==> config.mk <==
export PLATFORM = sky130hd
export DESIGN_NAME = seg7_scan4
export DESIGN_NICKNAME = d
export VERILOG_FILES = /design/src/rtl/seg7_scan4.sv
export SDC_FILE = /design/constraint.sdc
export NUM_CORES = 1
export LEC_CHECK = 0
export ABC_AREA = 1
export CAP_MARGIN = 5
export CORE_ASPECT_RATIO = 1.75
export CORE_MARGIN = 4
export CORE_UTILIZATION = 50
export CTS_BUF_LIST = sky130_fd_sc_hd__clkbuf_8
export DETAILED_ROUTE_END_ITERATION = 8
export HOLD_SLACK_MARGIN = 0.15
export PLACE_DENSITY = 0.75
export SYNTH_ARGS = -nofsm -noshare
export SYNTH_HDL_FRONTEND = slang
export SYNTH_SLANG_ARGS = --single-unit
==> constraint.sdc <==
create_clock -name clk -period 3.4 [get_ports clk]
set_clock_uncertainty 0.05 [all_clocks]
set_input_delay 0.85 -clock clk [delete_from_list [all_inputs] [get_ports clk]]
set_output_delay 0.85 -clock clk [all_outputs]
set_load 0.005 [all_outputs]
==> src/rtl/seg7_scan4.sv <==
// seg7_scan4: four-digit multiplexed scan controller for a common-anode
// 7-segment display. Feeds the hex decoder nibble, drives the anodes and the
// decimal point, keeps a tear-free shadow of the displayed value (commits only
// at frame boundaries), inserts an all-off gap before each digit and can blank
// leading zeros.
module seg7_scan4 #(
  parameter int REFRESH_DIV = 50000,
  parameter int GAP_CYC     = 16
) (
  input  logic        clk,
  input  logic        rst_n,
  input  logic        en,
  input  logic        load,
  input  logic [15:0] value,
  input  logic [3:0]  dp_in,
  input  logic        blank_lz,
  output logic [3:0]  x,
  output logic [3:0]  an,
  output logic        dp,
  output logic        load_ack
);

  localparam logic [0:0] ST_GAP = 1'b0;
  localparam logic [0:0] ST_ON  = 1'b1;

  localparam int CNT_MAX = (REFRESH_DIV > GAP_CYC) ? REFRESH_DIV : GAP_CYC;
  localparam int CW      = (CNT_MAX > 1) ? $clog2(CNT_MAX) : 1;

  localparam logic [CW-1:0] GAP_LAST = CW'(GAP_CYC - 1);
  localparam logic [CW-1:0] ON_LAST  = CW'(REFRESH_DIV - 1);

  // scan state
  logic [0:0]    state, state_n;
  logic [CW-1:0] cnt, cnt_n;
  logic [1:0]    idx, idx_n;
  logic          boundary;

  // displayed (shadow) and pending copies
  logic [15:0]   shadow, shadow_n;
  logic [3:0]    shadow_dp, shadow_dp_n;
  logic [15:0]   pend_value, pend_value_n;
  logic [3:0]    pend_dp, pend_dp_n;
  logic          pending, pending_n;
  logic          ack_n;

  // next registered outputs
  logic          lz_blank;
  logic          lit;
  logic [3:0]    x_n;
  logic [3:0]    an_n;
  logic          dp_n;

  // Scan sequencer: GAP -> ON per digit, frozen while en is low.
  always_comb begin
    state_n  = state;
    cnt_n    = cnt;
    idx_n    = idx;
    boundary = 1'b0;
    if (en) begin
      if (state == ST_GAP) begin
        if (cnt == GAP_LAST) begin
          cnt_n   = '0;
          state_n = ST_ON;
        end else begin
          cnt_n = cnt + CW'(1);
        end
      end else begin
        if (cnt == ON_LAST) begin
          cnt_n    = '0;
          idx_n    = idx + 2'd1;
          state_n  = ST_GAP;
          boundary = (idx == 2'd3);
        end else begin
          cnt_n = cnt + CW'(1);
        end
      end
    end
  end

  // Load path: a load on the boundary bypasses pending and commits directly;
  // otherwise loads collect in pending (last write wins) until the boundary.
  always_comb begin
    shadow_n     = shadow;
    shadow_dp_n  = shadow_dp;
    pend_value_n = pend_value;
    pend_dp_n    = pend_dp;
    pending_n    = pending;
    ack_n        = 1'b0;
    if (boundary) begin
      if (load) begin
        shadow_n    = value;
        shadow_dp_n = dp_in;
        pending_n   = 1'b0;
        ack_n       = 1'b1;
      end else if (pending) begin
        shadow_n    = pend_value;
        shadow_dp_n = pend_dp;
        pending_n   = 1'b0;
        ack_n       = 1'b1;
      end
    end else if (load) begin
      pend_value_n = value;
      pend_dp_n    = dp_in;
      pending_n    = 1'b1;
    end
  end

  // Output decode from the next-cycle state so the registered outputs line up
  // with the state register they describe.
  always_comb begin
    lz_blank = blank_lz && (idx_n != 2'd0) &&
               ((shadow_n >> {idx_n, 2'b00}) == 16'h0000);
    lit      = en && (state_n == ST_ON) && !lz_blank;
    x_n      = shadow_n[{idx_n, 2'b00} +: 4];
    an_n     = 4'b1111;
    dp_n     = 1'b1;
    if (lit) begin
      an_n[idx_n] = 1'b0;
      dp_n        = ~shadow_dp_n[idx_n];
    end
  end

  // State, shadow and pending registers.
  always_ff @(posedge clk) begin
    if (!rst_n) begin
      state      <= ST_GAP;
      cnt        <= '0;
      idx        <= '0;
      shadow     <= '0;
      shadow_dp  <= '0;
      pend_value <= '0;
      pend_dp    <= '0;
      pending    <= 1'b0;
    end else begin
      state      <= state_n;
      cnt        <= cnt_n;
      idx        <= idx_n;
      shadow     <= shadow_n;
      shadow_dp  <= shadow_dp_n;
      pend_value <= pend_value_n;
      pend_dp    <= pend_dp_n;
      pending    <= pending_n;
    end
  end

  // Registered display outputs and commit acknowledge.
  always_ff @(posedge clk) begin
    if (!rst_n) begin
      x        <= '0;
      an       <= '1;
      dp       <= 1'b1;
      load_ack <= 1'b0;
    end else begin
      x        <= x_n;
      an       <= an_n;
      dp       <= dp_n;
      load_ack <= ack_n;
    end
  end

endmodule

* Yosys cells after proc, flatten, opt, wreduce, memory -nomap -nowiden
Cells that the tools add are included.
** Cells by class
- Multiplexer cells :: 25
- Equality and inequality tests :: 3
- Order comparisons :: 2
- Reduce and logical (&&, ||, !) cells :: 12
- Shift-type cells :: 2
- Bitwise logic cells :: 4
- $add $sub $neg :: 2
** Operators with widths (number)
- two-way mux 16 bit :: 6
- adder 16 x 1 -> 16 bit (second input constant) :: 1
- equality test 16 bit (second input constant) :: 1
- equality test 16 x 4 -> 1 bit (second input constant) :: 1
- zero test 16 bit :: 1
- indexed part select 16 x 5 -> 4 bit :: 1
- right shift 16 x 4 -> 16 bit :: 1
- two-way mux 4 bit :: 3
- two-way mux 1 bit :: 11
- two-way mux 2 bit :: 3
- AND reduction 2 bit :: 3
- logical AND 1 bit :: 5
- inverter 4 bit :: 1
- less-than comparator 2 x 3 -> 1 bit (second input constant) :: 1
- inverter 1 bit :: 3
- adder 2 x 1 -> 2 bit (second input constant) :: 1
- binary-select mux 1 bit (select 2 bit) :: 1
- demux 1 bit (select 2 bit) :: 1
- equality test 2 bit (second input constant) :: 1
- >= comparator 2 x 1 -> 1 bit (second input constant) :: 1
- nonzero test 2 bit :: 1
- OR reduction 2 bit :: 1
- zero test 1 bit :: 1
** Storage, ports and cells
- Bits of input ports :: 25
- Register bits :: 70
- Word-level logic and storage cells :: 62

* Depth between registers and ports, before layout
- Depth after elaboration :: 11
- Mapped depth :: 16
- Mapped depth without buffers :: 15

* Worst setup path after synthesis
OpenSTA, ideal clock, no wires.
- Kind :: input to register
- From :: input port en
- To :: register an[0]
- Data arrival time :: 2.132 ns
- Path slack :: 1.072 ns
- Cell stages on the path :: 15
- Library setup time :: 0.146 ns
- Cell sequence :: buf_4 nand2_1 nor2_4 nand3_2 buf_2 nand2_1 nand2_1 nand2_1 nand2_1 nand2_1 nor2_1 nor2_1 nor2_1 nand2_2 nand3_1
** On the way
- Cells in the longest elaborated chain, start to end :: 8
** RTL lines
- start: declaration :: RTL line 12 : input logic en,
- two-way mux 1 bit :: RTL line 59 : if (en) begin
- two-way mux 16 bit :: RTL line 89 : if (boundary) begin
- right shift 16 x 4 -> 16 bit :: RTL line 112 : ((shadow_n >> {idx_n, 2'b00}) == 16'h0000);
- zero test 16 bit :: RTL line 112
- logical AND 1 bit :: RTL line 111 : lz_blank = blank_lz && (idx_n != 2'd0) &&
- zero test 1 bit :: RTL line 113 : lit = en && (state_n == ST_ON) && !lz_blank;
- logical AND 1 bit :: RTL line 113
- AND reduction 2 bit (no source line)
- end signal: assignment :: RTL line 155 : an <= an_n;
- end: declaration :: RTL line 18 : output logic [3:0] an,
Parallel ways exist; a longest one is shown, timed or not.
A chain may end at the register's enable or synchronous reset.

* Final worst setup path
- From :: input port en
- To :: register an[3]
The elaborated chain is that of the path after synthesis.

==> flow_metrics.tcl <==
set metrics [dict create \
    status "completed" \
    dp_hpwl_mm 5.97 \
    cts_made_buffers 9 \
    synth_fp_nets 520 \
    grt_pass1_wl_mm 13.5 \
    wire_per_inst_um 13.0 \
    cts.sinks 70 \
    drt_pre_antenna_iters 7 \
    global_route.peak_usage_layer "met2" \
    antenna_cells 0 \
    synth_top_area_share_pct 41.4 \
    ys_ff_latch 70 \
    cts_tree "done" \
    start_util_pct 51.8 \
    crit_required_ns 3.65 \
    yosys_warnings 0 \
    cp_max_fo 13 \
    syn2layout_area_growth_pct 17.6 \
    r2r_slack_ns 0.88 \
    cts_root_buf "clkbuf_8" \
    use_met2_pct 39.3 \
    syn_inst 493 \
    vias 3231 \
    drive_gt1_share_pct 8.87 \
    grt.met3_usage_pct 5.04 \
    p_leak_nw 1.73 \
    overflow 0 \
    critPathCaptureType "flop" \
    place_congestion 0.838 \
    setup_viol 0 \
    synth_edf_count 0 \
    slew_headroom_pct 52.4 \
    p_per_area_mw_per_mm2 425 \
    core_area_mm2 0.00654 \
    synthFlopType "dfxtp_1" \
    timing.final.crit_share_pct 78.0 \
    ys_async_sr_fraction_pct 0 \
    ys_types 37 \
    ir_worst_vdd_mv 0.323 \
    nFillCells 624 \
    wl_mm 7.99 \
    ys_seq_area_share_pct 41.4 \
    max_freq_mhz 377 \
    clkTransAtPathRegs_ns 0.08 \
    layout.nets 552 \
    use_met1_pct 21.2 \
    drv_slew 0 \
    yosys-top-cells-area "dfxtp_1 (41%), nand2_1 (14%), nor2_1 (9.5%), nand3_1 (4.9%), o21ai_0 (4.4%)" \
    maxCapViolCount 0 \
    syn_avg_cell_area_um2 6.87 \
    postCtsResizedCells 0 \
    antenna_found_initial 0 \
    clk_path_buf_depth 2 \
    fp.dieArea_mm2 0.00820 \
    track_usage_pct 21.0 \
    synth_top_cell_by_area "dfxtp_1" \
    chipWidth_um 70.2 \
    io_buffers 34 \
    layout_setup_ws_ns 0.747 \
    post-route-min-period_ns 2.65 \
    hold-worst-slack_ns 0.401 \
    grt_max_degree 34 \
    cp-start-kind "input pin" \
    rsz0062_at_grt "false" \
    die_h_um 117 \
    setup_tns_ns 0 \
    clk_latency_ns 0.36 \
    pre_cts_slack_ns 0.385 \
    cts_post_setup_buffers_inserted 0 \
    row_count 39 \
    hold_class "reg2reg" \
    drt_iter0_markers 241 \
    via_per_inst 5.28 \
    synth.cell_area_mm2 0.00338 \
    htree_levels 3 \
    arrival_ns 2.90 \
    pin_count 35 \
    hold_buffers 0 \
    crit_type "in2reg" \
    tightest_slew_ns 0.710 \
    final_antenna_net_count 0 \
    route.detailed.drc 0 \
    hold_viol_final 0 \
    grt_pass1_vias 3081 \
]
==> final timing paths <==
check / start / to / cells after the start
max reg2reg: cnt[0]$_SDFFE_PN0P_ / an[3]$_SDFF_PN1_ / 13
max: en / an[3]$_SDFF_PN1_ / 13
min reg2reg: pend_dp[2]$_SDFFE_PN0P_ / pend_dp[2]$_SDFFE_PN0P_ / 2
min: pend_dp[2]$_SDFFE_PN0P_ / pend_dp[2]$_SDFFE_PN0P_ / 2
==> flip-flops by register name, indices dropped and copies added, names as in the netlist <==
register	flops
load_ack	1
idx	2
x	4
dp	1
shadow_dp	4
shadow	16
cnt	16
pend_value	16
state	1
an	4
pending	1
pend_dp	4
==> cells by family after synthesis <==
group / after synthesis / synth area share [%]
buffers and inverters: 55 / 7.13
AOI/OAI and AO/OA: 67 / 10.4
DFF: 70 / 41.4
adders and majority gates: 2 / 0.739
and+or+nand+nor: 287 / 37.2
xor gates and xnor gates: 12 / 3.11
==> metrics by stage <==
step	util, %	cell area (um2)	power, W	instances
2_1_floorplan	-	3380	0.000931	493
3_3_place_gp	57.6	3770	0.000981	596
3_5_place_dp	57.6	3770	0.000984	596
4_1_cts	60.9	3980	0.00171	612
5_1_grt	60.9	3980	0.00176	612
6_report	60.9	3980	0.00169	612
==> synthesized netlist by cell type, types with 2 or more instances <==
| library cell | n |
|---|---|
| nand2_1 | 129 |
| nor2_1 | 86 |
| dfxtp_1 | 70 |
| nand3_1 | 33 |
| inv_1 | 31 |
| o21ai_0 | 30 |
| a21oi_1 | 29 |
| clkbuf_1 | 11 |
| xor2_1 | 9 |
| nand2_2 | 8 |
| nand4_1 | 8 |
| nor3_1 | 6 |
| nor2_2 | 4 |
| buf_2 | 3 |
| buf_6 | 3 |
| inv_2 | 3 |
| nor2_4 | 3 |
| xnor2_1 | 3 |
| a22o_1 | 2 |
| buf_4 | 2 |
| ha_1 | 2 |
| nand3_2 | 2 |
| o21ai_1 | 2 |
==> cells in the final DEF, fill, tap and decap left out <==
cell,Yosys,final
a211oi_1,1,1
clkdlybuf4s50_1,0,34
o21ai_1,2,2
dfxtp_1,70,70
buf_4,2,6
or2_0,1,1
clkinv_4,0,1
a31o_2,1,1
nor3b_1,1,1
a22oi_1,1,1
a31oi_1,1,1
nand3_1,33,33
clkinv_1,1,1
nor2_1,86,86
or2_2,1,1
o21ai_0,30,30
nand3_2,2,2
nor2_4,3,3
nor4_1,1,1
clkinvlp_4,0,1
ha_1,2,2
nand2_1,129,129
inv_1,31,32
nor3_1,6,6
xor2_1,9,9
nand2_2,8,8
nor3_2,1,1
xnor2_1,3,3
nand4_2,1,1
a22o_1,2,2
a21oi_1,29,29
inv_2,3,3
clkbuf_8,0,9
clkinv_2,1,3
bufinv_16,0,2
nand4_1,8,8
nand3b_1,1,1
nand4_4,1,1
nor2_2,4,4
==> worst max-delay path, stage by stage <==
cell	delay [ns]
clkdlybuf4s50_1	0.51
nand2_1	0.11
nor2_4	0.16
nand3_2	0.26
inv_2	0.25
nand2_1	0.09
nand2_1	0.08
nand2_1	0.05
nor2_1	0.11
nor2_1	0.06
nor3_2	0.17
nand2_2	0.11
nand3_1	0.08
==> power by group <==
part,internal [W],switching (W)
sequential,0.000839,0.0000115
combinational,0.0000505,0.0000648
clock,0.000408,0.000320
==> area by class of cell <==
class	count	area (um2)	share of cell area, %
Clock inverter	7	90.1	2.26
Sequential cell	70	1400	35.2
Inverter	36	136	3.43
Tap cell	82	103	2.58
Timing Repair Buffer	40	385	9.68
Multi-Input combinational cell	368	1740	43.7
Clock buffer	9	124	3.11
==> per-layer routing <==
layer	routed length [um]	share of wire, %
met3	327	4.1
met5	0	0
met4	308	3.9
met1	3120	39
met2	4230	53
(Power assumes the default switching activity.)
